[config.mk]
export PLATFORM = sky130hd
export DESIGN_NAME = shift_seq_engine
export DESIGN_NICKNAME = d
export VERILOG_FILES = /design/src/rtl/shift_seq_pkg.sv /design/src/rtl/shift_step.sv /design/src/rtl/shift_seq_engine.sv
export SDC_FILE = /design/constraint.sdc
export NUM_CORES = 1
export LEC_CHECK = 0
export BUFFER_PORTS_ARGS = -buffer_cell sky130_fd_sc_hd__buf_2
export CORE_UTILIZATION = 35
export CTS_CLUSTER_DIAMETER = 30
export DETAILED_ROUTE_END_ITERATION = 10
export PLACE_DENSITY = 0.58
export SKIP_LAST_GASP = 1
export SYNTH_ARGS = -nofsm -noshare
export SYNTH_HDL_FRONTEND = slang
export SYNTH_SLANG_ARGS = --single-unit
[constraint.sdc]
create_clock -name clk -period 1.86 [get_ports clk]
set_input_delay 0.093 -clock clk [delete_from_list [all_inputs] [get_ports clk]]
set_output_delay 0.093 -clock clk [all_outputs]
set_load 0.01 [all_outputs]
[src/rtl/shift_seq_pkg.sv]
// Shared mode and state encodings for the sequential shift engine.
package shift_seq_pkg;

    localparam logic [2:0] MODE_SLL  = 3'b000;
    localparam logic [2:0] MODE_SRL  = 3'b001;
    localparam logic [2:0] MODE_SRA  = 3'b010;
    localparam logic [2:0] MODE_ROL  = 3'b011;
    localparam logic [2:0] MODE_ROR  = 3'b100;
    localparam logic [2:0] MODE_SLI  = 3'b101;
    localparam logic [2:0] MODE_SRI  = 3'b110;
    localparam logic [2:0] MODE_HOLD = 3'b111;

    typedef enum logic [1:0] {
        IDLE = 2'd0,
        RUN  = 2'd1,
        DONE = 2'd2
    } state_t;

endpackage

[src/rtl/shift_step.sv]
// One-bit shift/rotate step: next register value and the bit pushed out.
module shift_step
    import shift_seq_pkg::*;
#(
    parameter int WIDTH = 8
) (
    input  logic [WIDTH-1:0] value,
    input  logic [2:0]       mode,
    input  logic             ser_in,
    output logic [WIDTH-1:0] nxt,
    output logic             ej
);

    always_comb begin
        nxt = value;
        ej  = 1'b0;
        case (mode)
            MODE_SLL: begin
                nxt = {value[WIDTH-2:0], 1'b0};
                ej  = value[WIDTH-1];
            end
            MODE_SRL: begin
                nxt = {1'b0, value[WIDTH-1:1]};
                ej  = value[0];
            end
            MODE_SRA: begin
                nxt = {value[WIDTH-1], value[WIDTH-1:1]};
                ej  = value[0];
            end
            MODE_ROL: begin
                nxt = {value[WIDTH-2:0], value[WIDTH-1]};
                ej  = value[WIDTH-1];
            end
            MODE_ROR: begin
                nxt = {value[0], value[WIDTH-1:1]};
                ej  = value[0];
            end
            MODE_SLI: begin
                nxt = {value[WIDTH-2:0], ser_in};
                ej  = value[WIDTH-1];
            end
            MODE_SRI: begin
                nxt = {ser_in, value[WIDTH-1:1]};
                ej  = value[0];
            end
            MODE_HOLD: begin
                nxt = value;
                ej  = 1'b0;
            end
        endcase
    end

endmodule

[src/rtl/shift_seq_engine.sv]
// Multi-cycle shifter: start/busy/done FSM stepping shift_step once per cycle.
module shift_seq_engine
    import shift_seq_pkg::*;
#(
    parameter int WIDTH = 8,
    parameter int CNT_W = 4
) (
    input  logic             clk,
    input  logic             rst_n,
    input  logic             start,
    input  logic [2:0]       mode,
    input  logic [WIDTH-1:0] din,
    input  logic [CNT_W-1:0] count,
    input  logic             ser_in,
    output logic             busy,
    output logic             done,
    output logic [WIDTH-1:0] dout,
    output logic             zero,
    output logic             ser_out
);

    state_t           state;
    state_t           state_nxt;
    logic [CNT_W-1:0] cnt;
    logic [2:0]       mode_q;
    logic [WIDTH-1:0] step_val;
    logic             step_bit;

    shift_step #(
        .WIDTH(WIDTH)
    ) u_step (
        .value (dout),
        .mode  (mode_q),
        .ser_in(ser_in),
        .nxt   (step_val),
        .ej    (step_bit)
    );

    always_comb begin
        state_nxt = IDLE;
        case (state)
            IDLE: begin
                if (start)
                    state_nxt = (count == '0) ? DONE : RUN;
                else
                    state_nxt = IDLE;
            end
            RUN: begin
                // cnt==0 here cannot occur, but exits rather than stalls
                if (cnt <= CNT_W'(1))
                    state_nxt = DONE;
                else
                    state_nxt = RUN;
            end
            DONE:    state_nxt = IDLE;
            default: state_nxt = IDLE;
        endcase
    end

    always_ff @(posedge clk or negedge rst_n) begin
        if (!rst_n) begin
            state   <= IDLE;
            cnt     <= '0;
            mode_q  <= MODE_SLL;
            dout    <= '0;
            ser_out <= 1'b0;
        end else begin
            state <= state_nxt;
            case (state)
                IDLE: begin
                    if (start) begin
                        dout    <= din;
                        mode_q  <= mode;
                        cnt     <= count;
                        ser_out <= 1'b0;
                    end
                end
                RUN: begin
                    dout    <= step_val;
                    ser_out <= step_bit;
                    if (cnt != '0)
                        cnt <= cnt - CNT_W'(1);
                end
                default: ;
            endcase
        end
    end

    assign busy = (state == RUN) || (state == DONE);
    assign done = (state == DONE);
    assign zero = (dout == '0);

endmodule

# == After elaboration in Yosys (flattened, before gate mapping) ==
# Cells that the tools add are included.
# totals
reg_bits,18
in_bits,19
# classes
n_addsub,1
n_lt_le_gt_ge,1
n_eq_ne,13
mux,13
reduce_logical,14
# op_table
op,n
$pmux 8 s7,1
$pmux 8 s2,1
$eq 3x3->1 const B,4
$logic_not 8->1,1
$mux 4,2
$mux 8,1
$ne 2x2->1 const B,4
$pmux 4 s2,1
$eq 3x2->1 const B,2
$mux 2,3
$reduce_and 3->1,2
$le 4x1->1 const B,1
$logic_not 4->1,1
$pmux 2 s2,1
$reduce_and 2->1,2
$reduce_and 4->1,1
$reduce_bool 4->1,1
$reduce_or 4->1,1
$sub 4x1->4 const B,1
$eq 3x1->1 const B,1
$logic_not 3->1,1
$pmux 1 s3,1
$reduce_or 3->1,1
$eq 2x1->1 const B,1
other kinds (6),6

# == Longest topological paths before layout ==
# logic_depth
ltp_word,4
ltp_mapped,7
mapped_depth_nobuf,6

# == By module ==
# From an unflattened synthesis, not the netlist that was laid out.
# unflattened
hier_cells,156
area_unflattened_um2,1400.1
# modules_own_cells
mod,instances,cells_per_inst,area_each_um2
shift_seq_engine,1,93,960.9
shift_step,1,63,439.2

# == Worst setup path after synthesis ==
# Ideal clock, no wire load.
# synth_timing
path_kind,flip-flop to flip-flop
startpoint,register state[1]
endpoint,register dout[7]
setup_time_ns,0.121
arrival_ns,1.471
t_required_ns,1.739
slack_ns,0.268
stages_incl_launch_ff,7
n_path_buf,2
period_less_slack_ns,1.592
cell_sequence,dfrtp_1 > inv_1 > ha_1 > clkbuf_1 > buf_1 > o221ai_1 > a22o_1
# synth_via
elab_chain_cells,3
word_cells_on_any_way,8
cone_classes,eq/ne: 4; mux: 1; reduce/logical: 3
# synth_lines
item,line_no,text
from (decl),shift_seq_engine.sv:22,state_t state;
from (signal assigned),shift_seq_engine.sv:68,state <= state_nxt;
$eq 2x1->1 or $logic_not 2->1 (tied branches),shift_seq_engine.sv:69,case (state)
$ne 2x2->1 (no source line) or $reduce_bool 2->1 (tied branches),--,
$reduce_and 4->1 (no source line),--,
to (signal assigned),shift_seq_engine.sv:72,dout <= din;
to (signal assigned),shift_seq_engine.sv:79,dout <= step_val;
to (decl),shift_seq_engine.sv:17,"output logic [WIDTH-1:0] dout,"
# Parallel ways exist; a longest one is shown, timed or not.
# A chain may end at the register's enable or synchronous reset.

# == Worst setup path after layout ==
# layout_timing
startpoint,register state[0]
endpoint,register cnt[3]
# layout_via
elab_chain_cells,3
word_cells_on_any_way,7
cone_classes,eq/ne: 3; mux: 1; reduce/logical: 3
# layout_lines
item,line_no,text
$eq 2x1->1 or $logic_not 2->1 (tied branches),shift_seq_engine.sv:69,
$ne 2x2->1 (no source line) or $reduce_bool 2->1 (tied branches),--,
$reduce_and 3->1 (no source line),--,
to (signal assigned),shift_seq_engine.sv:74,cnt <= count;
to (signal assigned),shift_seq_engine.sv:82,cnt <= cnt - CNT_W'(1);
to (decl),shift_seq_engine.sv:24,logic [CNT_W-1:0] cnt;
# Parallel ways exist; a longest one is shown, timed or not.

==> flow_metrics.py <==
metrics = {
    "synthesis": {
        "yosys_warnings": 0,
        "synth_top_area_frac": 0.383,
        "syn-num-nets": 151,
        "synth_top_cell_by_area": "dfrtp_1",
        "avgSynthCellArea_sq_um": 9.33,
        "synth_cells": 126,
        "syn_area_sq_um": 1180,
        "ys_types": 31,
        "synth_area_leaders": "dfrtp_1 (38%), mux2i_1 (7.7%), ha_1 (6.4%)",
        "synth-seq-area-share": 0.383,
        "ys_ff_latch": 18,
    },
    "worst_setup_path": {
        "critPathMaxStageDelay_ps": 400,
        "critPathKind": "reg2reg",
        "path_max_fanout": 12,
        "crit_top_cell": "buf_4",
        "reg2reg_to": "cnt[3]",
        "cp_data_required_time_ps": 2050,
        "setup.worst_path.end_class": "register",
        "path_buf_inv": 3,
        "crit_arrival_ps": 1880,
        "crit_chain": "inv_1 > ha_1 > mux2i_1 > buf_4 > a31oi_1 > buf_4 > a22o_1",
        "r2r_cells": 7,
        "r2r_start": "state[0]",
        "cp-start-kind": "register",
        "cp_top_family": "buffers and inverters",
        "ff2ff_setup_slack_ps": 170,
        "cpMaxStageDelayCell": "dfrtp_1",
    },
    "clock_tree": {
        "clockBufferDepth": 2,
        "post_cts_buffers": 0,
        "numCtsBuffers": 3,
        "cts_tree": "built",
        "clk_latency_ps": 290,
        "path_clk_slew_ps": 100,
        "root_buffer": "clkbuf_4",
        "htree_levels": 1,
        "cts.sinks": 18,
    },
    "finish": {
        "drive_above_1_share": 0.278,
        "area_delta_synth_final_pct": 21.3,
        "final_core_util": 0.456,
        "nNetsFinal": 184,
        "final_cell_mix": "buf_2 (30), dfrtp_1 (18), nor2_1 (13)",
        "n_antenna_cell": 0,
        "final_common_cell": "buf_2",
    },
    "pwr": {
        "ir_worst_vdd_v": 0.000936,
        "leakagePower_nw": 0.687,
        "power.density_nw_per_um2": 1960,
    },
    "hold_path": {
        "hold_path.class": "in2reg",
        "holdPathStages": 2,
        "min_to": "mode_q[0]",
        "hp-start": "mode[0]",
    },
    "die": {
        "dieWidth_microns": 60.0,
        "initial_core_util": 0.376,
        "die_y_microns": 60.0,
        "io_pins": 31,
        "core_region_area_sq_um": 3130,
        "fp.dieArea_sq_um": 3600,
        "rows": 20,
    },
    "placement": {
        "io_buffers": 30,
        "dp_hpwl_microns": 2000,
        "routabilityCongestion": 0.796,
        "dpl_worst_slack_ps": 190,
    },
    "route": {
        "via_count": 1030,
        "drc_errors": 0,
        "drt-total-wl_microns": 2650,
        "wl_per_cell_microns": 13.1,
        "first_pass_iters": 4,
        "ant_nets": 0,
        "initialDrtViolationCount": 101,
        "detail_route.vias_per_cell": 5.10,
    },
    "timing": {
        "fin_setup_tns_ps": 0,
        "rsz0062_at_grt": "no",
        "final.period_utilization": 0.907,
        "fin_ws_ps": 173,
        "timing.final.max_slew_violations": 0,
        "tightest_slew_ps": 422,
        "fmax_ghz": 0.593,
        "finalClockSkew_ps": 3.25,
        "finalSetupViolCount": 0,
        "final_hold_viol_count": 0,
        "maxSlewHeadroom": 0.718,
        "period_needed_ps": 1690,
    },
    "grt": {
        "grt_max_degree": 20,
        "grt_pass1_vias": 963,
        "grt_pass1_wl_microns": 4450,
        "grtUsageTotal": 0.166,
        "antenna_found_initial": 0,
        "overflow": 0,
    },
    "outcome": {
        "status": "completed",
    },
    "job": {
        "drv_cap": 0,
    },
}
==> sequential cells by signal, summed over array words and instances (netlist names) <==
name     flops
dout         8
cnt          4
mode_q       3
state        2
ser_out      1
==> worst max path at each step <==
stage | from | endpoint | slack (ps) | cells past startpoint
floorplan | state[1] | dout[7] | 270 | 6
global placement | state[0] | cnt[3] | 250 | 7
detailed placement | state[0] | cnt[2] | 190 | 7
CTS | state[0] | cnt[3] | 170 | 7
global route | state[0] | dout[5] | 70 | 6
finish | state[0] | cnt[3] | 170 | 7
==> where the power goes <==
part	leakage, nW	total, W	internal, W	switching [W]
clock network	0.0210	0.000242	0.000119	0.000123
logic	0.446	0.00168	0.000821	0.000864
registers	0.220	0.000869	0.000589	0.000279
total	0.687	0.00280	0.00153	0.00127
==> synth_stat cells (all sizes together) <==
cell,n
o21ai,12
xnor2,3
nor2,13
a41o,2
o221ai,1
and3b,2
mux2i,9
a31oi,1
inv,6
o2111ai,1
o211ai,1
buf,3
ha,6
nor2b,3
or4,2
clkbuf,4
nor4,1
dfrtp,18
nor3b,8
mux2,4
nand2b,2
a21oi,12
or2,1
nand3,1
nand2,4
nor3,1
a22o,5
==> cells by family after synthesis <==
logic type                 count (synthesis)  share of synthesized area
and+or+nand+nor                           38                      0.181
muxes                                     13                      0.115
xor gates and xnor gates                   3                     0.0287
buffers and inverters                     13                     0.0457
adders and majority gates                  6                     0.0638
DFF                                       18                      0.383
AOI/OAI and AO/OA                         35                      0.183
==> final cells by class <==
| class | count | area [sq um] |
|---|---|---|
| Inverter | 6 | 22.5 |
| Clock buffer | 4 | 36.3 |
| Multi-Input combinational cell | 95 | 672 |
| Tap cell | 44 | 55.1 |
| Fill cell | 328 | 1700 |
| Timing Repair Buffer | 35 | 190 |
| Sequential cell | 18 | 450 |
==> per-stage QoR <==
step / hold slack (ps) / power, W / std cells / cell area [sq um]
floorplan: -203 / 0.00209 / 126 / 1180
detailed placement: 56.7 / 0.00257 / 197 / 1380
finish: 19.6 / 0.00280 / 202 / 1430
CTS: 12.6 / 0.00282 / 202 / 1430
global placement: 52.7 / 0.00254 / 197 / 1380
global route: 1.18 / 0.00309 / 202 / 1430
==> layer usage <==
metal	global-route usage	wire [microns]	share of wire
met1	0.211	1180	0.45
met2	0.276	1360	0.51
met3	0.0519	96	0.036
met4	0.0365	10	0.0038
met5	0	0	0
==> repair_timing <==
action                    in CTS  in global routing
hold buffers                   1                  0
hold endpoints to repair      18                  0
resized for setup              0                  0
No activity file was read; power rests on OpenSTA's default activity.
